### src/rtl/seq_detector_param_if.sv
// Bus bundle for the programmable serial pattern detector.
// master: stimulus side (drives stream, pattern and control inputs).
// slave : the detector (drives the match pulse, count and active length).
interface seq_detector_param_if #(
  parameter int PAT_MAX = 8,
  parameter int LEN_W   = 4,
  parameter int CNT_W   = 16
);
  // stream
  logic               din;
  logic               din_valid;
  logic               overlap_en;
  // pattern programming
  logic               pat_load;
  logic [PAT_MAX-1:0] pat_in;
  logic [LEN_W-1:0]   pat_len;
  // counter control
  logic               count_clr;
  // results
  logic               dout;
  logic [CNT_W-1:0]   match_count;
  logic [LEN_W-1:0]   pat_len_q;

  modport master (
    output din, din_valid, overlap_en, pat_load, pat_in, pat_len, count_clr,
    input  dout, match_count, pat_len_q
  );

  modport slave (
    input  din, din_valid, overlap_en, pat_load, pat_in, pat_len, count_clr,
    output dout, match_count, pat_len_q
  );
endinterface

### src/rtl/seq_detector_param.sv
// Serial bit-stream detector with a runtime-loadable pattern of 1..PAT_MAX
// bits. Pattern bit [len-1] is the first bit received, bit [0] the last.
// A registered one-cycle pulse on dout marks each match and a saturating
// counter tallies them. Overlapping or non-overlapping detection is chosen
// per valid cycle through overlap_en.
module seq_detector_param #(
  parameter int PAT_MAX = 8,
  parameter int LEN_W   = 4,
  parameter int CNT_W   = 16
) (
  input logic              clk,
  input logic              reset,
  seq_detector_param_if.slave bus
);

  localparam logic [LEN_W-1:0]   LEN_MAX = LEN_W'(PAT_MAX);
  localparam logic [LEN_W-1:0]   LEN_RST = LEN_W'(4);
  localparam logic [PAT_MAX-1:0] PAT_RST = PAT_MAX'(4'b1001);
  localparam logic [CNT_W-1:0]   CNT_MAX = '1;

  // state
  logic [PAT_MAX-1:0] pat_q, hist;
  logic [LEN_W-1:0]   len_q, fill;
  logic               dout_q;
  logic [CNT_W-1:0]   cnt_q;

  // next state
  logic [PAT_MAX-1:0] pat_n, hist_n;
  logic [LEN_W-1:0]   len_n, fill_n;
  logic               dout_n;
  logic [CNT_W-1:0]   cnt_n;

  // decode
  logic               load_ok;
  logic [PAT_MAX-1:0] shift_hist;
  logic [LEN_W:0]     fill_inc;
  logic [LEN_W-1:0]   fill_sat;
  logic [PAT_MAX-1:0] len_mask;
  logic               bits_eq;
  logic               match;

  // Decode this cycle's load legality, shifted history and match decision.
  // Only the low len_q bits take part in the compare; the mask blanks the
  // rest so stale history or pattern bits above the length never matter.
  always_comb begin
    load_ok    = bus.pat_load && (bus.pat_len != '0) && (bus.pat_len <= LEN_MAX);
    shift_hist = {hist[PAT_MAX-2:0], bus.din};
    fill_inc   = {1'b0, fill} + 1'b1;
    fill_sat   = (fill_inc >= {1'b0, len_q}) ? len_q : fill_inc[LEN_W-1:0];
    len_mask   = '0;
    for (int i = 0; i < PAT_MAX; i++)
      len_mask[i] = (32'(i) < 32'(len_q));
    bits_eq    = ((shift_hist ^ pat_q) & len_mask) == '0;
    // a load takes the cycle: din is not sampled when the load is accepted
    match      = bus.din_valid && !load_ok && (fill_sat == len_q) && bits_eq;
  end

  // Next-state: a legal load restarts detection with the new pattern,
  // otherwise a valid bit shifts in; idle cycles hold history and fill.
  always_comb begin
    pat_n  = pat_q;
    len_n  = len_q;
    hist_n = hist;
    fill_n = fill;
    dout_n = 1'b0;
    if (load_ok) begin
      pat_n  = bus.pat_in;
      len_n  = bus.pat_len;
      hist_n = '0;
      fill_n = '0;
    end else if (bus.din_valid) begin
      hist_n = shift_hist;
      dout_n = match;
      // non-overlap: the next match must be built from len_q fresh bits
      if (match) fill_n = bus.overlap_en ? len_q : '0;
      else       fill_n = fill_sat;
    end
  end

  // Next count: clear beats a simultaneous match; increments saturate.
  always_comb begin
    cnt_n = cnt_q;
    if (bus.count_clr)
      cnt_n = '0;
    else if (match && (cnt_q != CNT_MAX))
      cnt_n = cnt_q + 1'b1;
  end

  // State register with synchronous active-high reset to the "1001" default.
  always_ff @(posedge clk) begin
    if (reset) begin
      pat_q  <= PAT_RST;
      len_q  <= LEN_RST;
      hist   <= '0;
      fill   <= '0;
      dout_q <= 1'b0;
      cnt_q  <= '0;
    end else begin
      pat_q  <= pat_n;
      len_q  <= len_n;
      hist   <= hist_n;
      fill   <= fill_n;
      dout_q <= dout_n;
      cnt_q  <= cnt_n;
    end
  end

  assign bus.dout        = dout_q;
  assign bus.match_count = cnt_q;
  assign bus.pat_len_q   = len_q;

endmodule

### src/flat_wrapper.sv
// flat-port wrapper written by rule: the top's interface ports become plain ports
module seq_detector_param_flat 
#(
  parameter int PAT_MAX = 8,
  parameter int LEN_W   = 4,
  parameter int CNT_W   = 16
)
  (clk, reset, bus_din, bus_din_valid, bus_overlap_en, bus_pat_load, bus_pat_in, bus_pat_len, bus_count_clr, bus_dout, bus_match_count, bus_pat_len_q);
  seq_detector_param_if #(.PAT_MAX(PAT_MAX), .LEN_W(LEN_W), .CNT_W(CNT_W)) bus_i ();
  input logic clk;
  input logic reset;
  input wire logic [$bits(bus_i.din)-1:0] bus_din;
  input wire logic [$bits(bus_i.din_valid)-1:0] bus_din_valid;
  input wire logic [$bits(bus_i.overlap_en)-1:0] bus_overlap_en;
  input wire logic [$bits(bus_i.pat_load)-1:0] bus_pat_load;
  input wire logic [$bits(bus_i.pat_in)-1:0] bus_pat_in;
  input wire logic [$bits(bus_i.pat_len)-1:0] bus_pat_len;
  input wire logic [$bits(bus_i.count_clr)-1:0] bus_count_clr;
  output wire logic [$bits(bus_i.dout)-1:0] bus_dout;
  output wire logic [$bits(bus_i.match_count)-1:0] bus_match_count;
  output wire logic [$bits(bus_i.pat_len_q)-1:0] bus_pat_len_q;
  assign bus_i.din = bus_din;
  assign bus_i.din_valid = bus_din_valid;
  assign bus_i.overlap_en = bus_overlap_en;
  assign bus_i.pat_load = bus_pat_load;
  assign bus_i.pat_in = bus_pat_in;
  assign bus_i.pat_len = bus_pat_len;
  assign bus_i.count_clr = bus_count_clr;
  assign bus_dout = bus_i.dout;
  assign bus_match_count = bus_i.match_count;
  assign bus_pat_len_q = bus_i.pat_len_q;
  seq_detector_param #(.PAT_MAX(PAT_MAX), .LEN_W(LEN_W), .CNT_W(CNT_W)) u_core (.clk(clk), .reset(reset), .bus(bus_i));
endmodule
### config.mk
export PLATFORM = sky130hd
export DESIGN_NAME = seq_detector_param_flat
export DESIGN_NICKNAME = d
export VERILOG_FILES = /design/src/rtl/seq_detector_param_if.sv /design/src/rtl/seq_detector_param.sv /design/src/flat_wrapper.sv
export SDC_FILE = /design/constraint.sdc
export NUM_CORES = 1
export LEC_CHECK = 0
export BUFFER_PORTS_ARGS = -buffer_cell sky130_fd_sc_hd__buf_4
export CAP_MARGIN = 20
export CORE_MARGIN = 5
export CORE_UTILIZATION = 50
export CTS_CLUSTER_SIZE = 14
export DETAILED_ROUTE_END_ITERATION = 8
export PLACE_DENSITY_LB_ADDON = 0.1
export SYNTH_ARGS = -nofsm -noshare
export SYNTH_HDL_FRONTEND = slang
export SYNTH_SLANG_ARGS = --single-unit
### constraint.sdc
create_clock -name clk -period 3.45 [get_ports clk]
set_input_delay 0.1725 -clock clk [delete_from_list [all_inputs] [get_ports clk]]
set_output_delay 0.1725 -clock clk [all_outputs]
set_load 0.005 [all_outputs]
==> impl_metrics.py, run 1 <==
metrics = {
    "clock_tree": {
        "tritoncts": "built",
        "cts_hold_buf": 0,
        "clk_pin_slew_worst_paths_ns": 0.09,
        "clockBufferDepth": 2,
        "clk_root_buffer_cell": "sky130_fd_sc_hd__clkbuf_8",
        "clkLatencyLatePin_ns": 0.30,
        "total_clock_buffers_created_by_cts": 5,
        "cts_max_level": 2,
        "post_cts_setup_buffers": 0,
        "number_of_clock_sinks": 40,
    },
    "final_layout": {
        "nets": 313,
        "post_route_cells_drive_above_1_share_pct": 21.8,
        "diodes": 0,
        "utilization_pct": 61.0,
        "relative_area_change_from_synthesis_to_final_layout_pct": 18.8,
    },
    "setup_path": {
        "crit_slowest_cell": "sky130_fd_sc_hd__o21ai_0",
        "worst_setup_path_startpoint": "u_core.fill[0]$_SDFFE_PP0P_",
        "critPathLaunchType": "flip-flop",
        "crit_arrival_ns": 3.35,
        "worstSetupPathType": "flip-flop to flip-flop",
        "worstReg2RegStart": "u_core.fill[0]$_SDFFE_PP0P_",
        "critical_path.max_fanout": 17,
        "critical_path.endpoint_type": "flip-flop",
        "timing.critical_path.cells": "ha_1 -> xor2_1 -> ha_1 -> o21ai_0 -> o21ai_0 -> o221ai_4 -> or4_1 -> a21oi_1",
        "worst-r2r-setup-slack_ns": 0.33,
        "setup.worst_path.end": "u_core.bus.match_count[15]$_SDFFE_PP0P_",
        "max_stage_delay_ns": 0.66,
        "critPathRequiredTime_ns": 3.68,
        "r2r_end": "u_core.bus.match_count[15]$_SDFFE_PP0P_",
        "ff2ff_path_depth": 8,
    },
    "power_and_ir_drop": {
        "static-leakage-power_uw": 0.00117,
        "power_per_cell_area_mw_per_mm2": 395,
        "vdd_drop_max_uv": 311,
    },
    "sta": {
        "slew-limit-headroom_pct": 45.4,
        "finalClockSkew_ns": 0.00852,
        "timing.final.setup_violations": 0,
        "fin_crit_sh_pct": 90.5,
        "max_slew.worst_pin.slew_ns": 0.811,
        "timing.final.crit_period_ns": 3.12,
        "maxClockFrequency_mhz": 320,
        "hold_viol": 0,
        "final-max-slew-violation-count": 0,
        "rsz0062_at_grt": "no",
        "tns_ns": 0,
    },
    "global_routing": {
        "grt_first_pass_wirelength_mm": 8.82,
        "globalRouteOverflowTotal": 0,
        "antenna_found_initial": 0,
        "number_of_global_route_vias_before_repair": 1798,
        "gr-usage-all-layers_pct": 18.2,
        "grt_start_max_net_pins": 23,
    },
    "drt": {
        "detail_route.wl_per_cell_um": 15.8,
        "drt-vias-per-instance": 5.94,
        "met3WireLength_um": 388,
        "drt_first_iter_violations": 105,
        "vias": 2025,
        "antenna_violating_nets_post_route": 0,
        "finalWirelength_mm": 5.37,
        "drcViolationCount": 0,
        "top_layer_used": "met4",
        "met2_wirelength_mm": 2.40,
        "routedLengthMet1_mm": 2.51,
        "drt_pre_antenna_iters": 4,
    },
    "synthesis": {
        "synth-async-reset-ratio_pct": 0,
        "yosys.cell_types.count": 48,
        "synthesis.area_per_instance_um2": 8.73,
        "sequential_share_of_the_synthesized_area_pct": 35.8,
        "synth_cells": 256,
        "synth-warning-count": 0,
        "post_syn_nets": 281,
        "synth_edf_count": 0,
        "synth-seq-cells": 40,
        "postSynth.topFlopCell": "sky130_fd_sc_hd__dfxtp_1",
        "synth.cell_area_mm2": 0.00223,
    },
    "die": {
        "start_util_pct": 51.3,
        "fp.dieW_um": 76.9,
        "dieHeight_um": 76.9,
        "core_area_mm2": 0.00435,
        "i_o_pin_count": 40,
        "design.die.area_mm2": 0.00591,
        "floorplan.rows": 24,
    },
    "placed_design": {
        "port_buffers": 39,
        "detailedPlacementHpwl_mm": 3.84,
        "routabilityCongestion": 0.858,
    },
    "status": {
        "run_status": "completed",
    },
    "job": {
        "max-cap-violations": 0,
    },
    "min_path": {
        "hp-class": "input port to flip-flop",
    },
}
==> cells in the mapped netlist (3+ instances only) <==
cell type	number	area, um^2
sky130_fd_sc_hd__or4_1	3	22.5
sky130_fd_sc_hd__xnor2_1	4	35.0
sky130_fd_sc_hd__mux2i_1	22	220
sky130_fd_sc_hd__inv_1	7	26.3
sky130_fd_sc_hd__nand4_1	8	50.1
sky130_fd_sc_hd__buf_2	3	15.0
sky130_fd_sc_hd__nor2_1	29	109
sky130_fd_sc_hd__o31ai_1	3	22.5
sky130_fd_sc_hd__a31oi_1	3	18.8
sky130_fd_sc_hd__ha_1	6	75.1
sky130_fd_sc_hd__o21ai_0	9	45.0
sky130_fd_sc_hd__a31o_2	5	43.8
sky130_fd_sc_hd__dfxtp_1	40	801
sky130_fd_sc_hd__clkbuf_1	9	33.8
sky130_fd_sc_hd__a21oi_1	13	65.1
sky130_fd_sc_hd__xor2_1	9	78.8
sky130_fd_sc_hd__nand2_1	16	60.1
sky130_fd_sc_hd__or3_1	11	68.8
sky130_fd_sc_hd__and3_1	3	18.8
sky130_fd_sc_hd__nand2b_1	4	25.0
sky130_fd_sc_hd__nand3_1	11	55.1
==> logic make-up (layout without fill, tap and decap cells) <==
family                     count (synthesis)  count (layout)  share of synthesized area, %
AOI/OAI and AO/OA                         49              49                          15.8
muxes                                     24              24                          10.9
and+or+nand+nor                          101             101                          23.9
xor gates and xnor gates                  14              14                          6.10
DFF                                       40              40                          35.8
buffers and inverters                     22              55                          4.20
adders and majority gates                  6               6                          3.36
==> cell type report <==
class	instances	area, um^2
inverter	7	26.3
fill	400	1700
sequential	40	801
clock buffer	5	68.8
timing repair buffer	40	300
multi-input combinational	194	1350
tap	52	65.1
clock inverter	3	42.5
==> critical path: cells and delay by family (launching register included) <==
family / cells / cell delay, ns
simple gates: 1 / 0.57
compound gates: 4 / 1.28
fa+ha+maj: 2 / 0.48
flops: 1 / 0.42
xor+xnor: 1 / 0.28
==> worst min path at each step <==
stage                                                end  slack [ns]  depth (start not counted)      startpoint
detailed placement          u_core.pat_q[6]$_SDFFE_PP0P_        0.41                          3   bus_pat_in[6]
finish                      u_core.pat_q[4]$_SDFFE_PP0P_        0.11                          3   bus_pat_in[4]
global route                u_core.pat_q[4]$_SDFFE_PP0P_         0.1                          3   bus_pat_in[4]
global placement            u_core.pat_q[7]$_SDFFE_PP0P_        0.40                          3   bus_pat_in[7]
CTS                         u_core.pat_q[5]$_SDFFE_PP0P_         0.1                          3   bus_pat_in[5]
floorplan           u_core.bus.pat_len_q[2]$_SDFFE_PP1P_        0.30                          2  bus_pat_len[2]
==> metal layers <==
metal  up-vias  global-route usage, %
li1       1008                      -
met1       947                   24.9
met2        62                   26.7
met3         8                   5.74
met4         0                   6.64
met5         -                      0
==> state kept, by name, summed over array words and instances, names as in the netlist <==
name / count
u_core.bus.match_count: 16
u_core.pat_q: 8
u_core.hist: 7
u_core.bus.pat_len_q: 4
u_core.fill: 4
u_core.bus.dout: 1
==> what timing repair did <==
| item | CTS | global route |
|---|---|---|
| setup endpoints to repair | 0 | 2 |
| gates resized for setup | 0 | 1 |
| endpoints found under the hold margin | 0 | 0 |
==> metrics by stage <==
stage,cells,setup WS (ns),cell area [um^2],hold slack [ns],power (uW)
global route,341,0.0288,2660,0.0952,1100
global placement,333,0.497,2530,0.402,666
floorplan,256,0.896,2230,0.302,619
detailed placement,333,0.348,2530,0.410,668
finish,341,0.329,2660,0.108,1050
CTS,341,0.330,2640,0.0995,1050
==> layout by cell type (no fill, tap or decap), types with 2 or more instances in the layout <==
cell | Yosys | layout
sky130_fd_sc_hd__clkbuf_8 | 0 | 5
sky130_fd_sc_hd__or2_2 | 2 | 2
sky130_fd_sc_hd__nand2_1 | 16 | 16
sky130_fd_sc_hd__nor4b_1 | 2 | 2
sky130_fd_sc_hd__nor2b_1 | 2 | 2
sky130_fd_sc_hd__or4_1 | 3 | 3
sky130_fd_sc_hd__a211oi_1 | 2 | 2
sky130_fd_sc_hd__a31o_2 | 5 | 5
sky130_fd_sc_hd__nand4_1 | 8 | 8
sky130_fd_sc_hd__nor2_1 | 29 | 29
sky130_fd_sc_hd__inv_1 | 7 | 7
sky130_fd_sc_hd__a31oi_1 | 3 | 3
sky130_fd_sc_hd__a21oi_1 | 13 | 13
sky130_fd_sc_hd__and4_1 | 2 | 2
sky130_fd_sc_hd__and3_1 | 3 | 3
sky130_fd_sc_hd__dfxtp_1 | 40 | 40
sky130_fd_sc_hd__nand4b_1 | 2 | 2
sky130_fd_sc_hd__nand3_1 | 11 | 11
sky130_fd_sc_hd__nand2b_1 | 4 | 4
sky130_fd_sc_hd__xor2_1 | 9 | 9
sky130_fd_sc_hd__o21ai_0 | 9 | 9
sky130_fd_sc_hd__mux2i_1 | 22 | 22
sky130_fd_sc_hd__nor3_1 | 2 | 2
sky130_fd_sc_hd__buf_4 | 0 | 40
sky130_fd_sc_hd__or3_1 | 11 | 11
sky130_fd_sc_hd__o21a_1 | 2 | 2
sky130_fd_sc_hd__a211o_1 | 2 | 2
sky130_fd_sc_hd__mux2_2 | 2 | 2
sky130_fd_sc_hd__ha_1 | 6 | 6
sky130_fd_sc_hd__xnor2_1 | 4 | 4
sky130_fd_sc_hd__o31ai_1 | 3 | 3
==> power by group <==
| part | switching, uW | internal [uW] |
|---|---|---|
| sequential | 18.7 | 475 |
| combinational | 87.8 | 79.1 |
| clock | 174 | 214 |
Power figures use the tool's default switching activity.
==> run 2: changes to the inputs <==
--- a/config.mk
+++ b/config.mk
@@ -11,7 +11,7 @@
 export CORE_UTILIZATION = 50
 export CTS_CLUSTER_SIZE = 14
 export DETAILED_ROUTE_END_ITERATION = 8
-export PLACE_DENSITY_LB_ADDON = 0.1
+export PLACE_DENSITY = 0.73
 export SYNTH_ARGS = -nofsm -noshare
 export SYNTH_HDL_FRONTEND = slang
 export SYNTH_SLANG_ARGS = --single-unit
==> impl_metrics.py, run 2 (synthesis gave the netlist of run 1 again) <==
metrics = {
    "min_path": {
        "min-delay-start": "bus_pat_in[7]",
        "hp-class": "input port to flip-flop",
    },
    "die": {
        "design.die.area_mm2": 0.00591,
        "core_area_mm2": 0.00435,
        "floorplan.rows": 24,
        "dieHeight_um": 76.9,
        "start_util_pct": 51.3,
        "fp.dieW_um": 76.9,
        "i_o_pin_count": 40,
    },
    "final_layout": {
        "commonest_cells_after_routing_fill_and_taps_aside": "sky130_fd_sc_hd__buf_4 (41), sky130_fd_sc_hd__dfxtp_1 (40), sky130_fd_sc_hd__nor2_1 (29), sky130_fd_sc_hd__mux2i_1 (22), sky130_fd_sc_hd__nand2_1 (16)",
        "layout_commonest_cell": "sky130_fd_sc_hd__buf_4",
        "relative_area_change_from_synthesis_to_final_layout_pct": 17.9,
        "nets": 314,
        "largest_register_ffs": 16,
        "post_route_cells_drive_above_1_share_pct": 21.7,
        "filler_cell_count": 400,
        "diodes": 0,
    },
    "sta": {
        "rsz0062_at_grt": "no",
        "tns_ns": 0,
        "fin_crit_sh_pct": 89.4,
        "slew-limit-headroom_pct": 47.6,
        "hold_viol": 0,
        "timing.final.crit_period_ns": 3.08,
        "maxClockFrequency_mhz": 324,
        "max_slew.worst_pin.slew_ns": 0.783,
        "finalClockSkew_ns": 0.00274,
        "final-max-slew-violation-count": 0,
        "fin_ws_ns": 0.365,
        "timing.final.setup_violations": 0,
    },
    "placed_design": {
        "detailedPlacementHpwl_mm": 3.73,
        "pre_cts_ws_ns": 0.397,
        "port_buffers": 39,
        "routabilityCongestion": 0.831,
    },
    "clock_tree": {
        "clockBufferDepth": 2,
        "cts_hold_buf": 0,
        "cts_resized": 0,
        "clk_root_buffer_cell": "sky130_fd_sc_hd__clkbuf_8",
        "tritoncts": "built",
        "number_of_clock_sinks": 40,
        "total_clock_buffers_created_by_cts": 5,
        "clk_pin_slew_worst_paths_ns": 0.08,
        "post_cts_setup_buffers": 0,
        "cts_max_level": 2,
        "clkLatencyLatePin_ns": 0.29,
    },
    "power_and_ir_drop": {
        "static-leakage-power_uw": 0.00116,
        "power_per_cell_area_mw_per_mm2": 375,
        "vdd_drop_max_uv": 263,
    },
    "drt": {
        "drt_first_iter_violations": 138,
        "drt-vias-per-instance": 5.99,
        "finalWirelength_mm": 5.20,
        "drt_pre_antenna_iters": 4,
        "drcViolationCount": 0,
        "vias": 2047,
        "detail_route.wl_per_cell_um": 15.2,
        "antenna_violating_nets_post_route": 0,
    },
    "setup_path": {
        "worst_setup_path_startpoint": "u_core.fill[0]$_SDFFE_PP0P_",
        "r2r_end": "u_core.fill[3]$_SDFFE_PP0P_",
        "critPathLaunchType": "flip-flop",
        "critical_path.endpoint_type": "flip-flop",
        "setup.worst_path.end": "u_core.fill[3]$_SDFFE_PP0P_",
        "crit_arrival_ns": 3.29,
        "worst-r2r-setup-slack_ns": 0.37,
        "ff2ff_path_depth": 8,
        "critPathRequiredTime_ns": 3.65,
        "critical_path.max_fanout": 17,
        "worstReg2RegStart": "u_core.fill[0]$_SDFFE_PP0P_",
        "worstSetupPathType": "flip-flop to flip-flop",
    },
    "global_routing": {
        "grt_start_max_net_pins": 23,
        "number_of_global_route_vias_before_repair": 1941,
        "globalRouteOverflowTotal": 0,
        "antenna_found_initial": 0,
        "grt_first_pass_wirelength_mm": 8.94,
        "gr-usage-all-layers_pct": 17.7,
    },
    "job": {
        "max-cap-violations": 0,
    },
    "status": {
        "run_status": "completed",
    },
}
## run 2: changes by cell type in the layout (fill, tap and decap cells not counted)
cell,before,now
sky130_fd_sc_hd__buf_4,40,41
sky130_fd_sc_hd__o221ai_4,1,0
sky130_fd_sc_hd__bufinv_16,1,0
sky130_fd_sc_hd__clkbuf_1,0,1
sky130_fd_sc_hd__clkbuf_8,5,6
sky130_fd_sc_hd__clkinv_2,1,0
sky130_fd_sc_hd__o221ai_2,0,1
## run 2: worst max-delay path, stage by stage, from the launching register on
cell	delay [ns]
sky130_fd_sc_hd__dfxtp_1	0.44
sky130_fd_sc_hd__ha_1	0.26
sky130_fd_sc_hd__xor2_1	0.29
sky130_fd_sc_hd__ha_1	0.29
sky130_fd_sc_hd__o21ai_0	0.21
sky130_fd_sc_hd__o21ai_0	0.26
sky130_fd_sc_hd__o221ai_2	0.62
sky130_fd_sc_hd__mux2_2	0.41
sky130_fd_sc_hd__a211oi_1	0.23
## run 2: area by class of cell
type | instances | area [um^2] | share of cell area (%)
tap | 52 | 65.1 | 2.47
multi-input combinational | 194 | 1340 | 50.9
clock inverter | 1 | 7.51 | 0.285
timing repair buffer | 41 | 308 | 11.7
inverter | 7 | 26.3 | 0.998
clock buffer | 7 | 86.3 | 3.28
sequential | 40 | 801 | 30.4
## run 2: where the power goes
| group | switching, uW | internal (uW) | total, uW |
|---|---|---|---|
| clock | 166 | 163 | 329 |
| combinational | 85.5 | 79.1 | 165 |
| sequential | 17.5 | 475 | 493 |
| total | 270 | 717 | 987 |
## run 2: worst min-delay path by stage
| stage | cells after the start | slack (ns) | end |
|---|---|---|---|
| 6_report | 3 | 0.11 | u_core.pat_q[7]$_SDFFE_PP0P_ |
| 5_1_grt | 3 | 0.13 | u_core.pat_q[1]$_SDFFE_PP0P_ |
| 4_1_cts | 3 | 0.11 | u_core.pat_q[4]$_SDFFE_PP0P_ |
| 3_5_place_dp | 3 | 0.41 | u_core.pat_q[7]$_SDFFE_PP0P_ |
| 3_3_place_gp | 3 | 0.40 | u_core.pat_q[5]$_SDFFE_PP0P_ |
| 2_1_floorplan | 2 | 0.30 | u_core.bus.pat_len_q[2]$_SDFFE_PP1P_ |
## run 2: metrics by stage
stage | hold WS (ns) | util, % | instance area (um^2) | std cells | total power [uW]
2_1_floorplan | 0.302 | - | 2230 | 256 | 619
3_3_place_gp | 0.402 | 58.3 | 2540 | 334 | 664
3_5_place_dp | 0.409 | 58.3 | 2540 | 334 | 667
4_1_cts | 0.107 | 60.5 | 2630 | 342 | 995
5_1_grt | 0.131 | 60.5 | 2630 | 342 | 1040
6_report | 0.109 | 60.5 | 2630 | 342 | 987
## run 2: per-layer routing
metal	up-vias	track usage (%)	part of all wire, %
li1	1006	-	-
met2	46	30.2	49
met3	13	3.63	4.6
met1	982	22.1	45
met5	-	0	0
met4	0	5.77	1.9
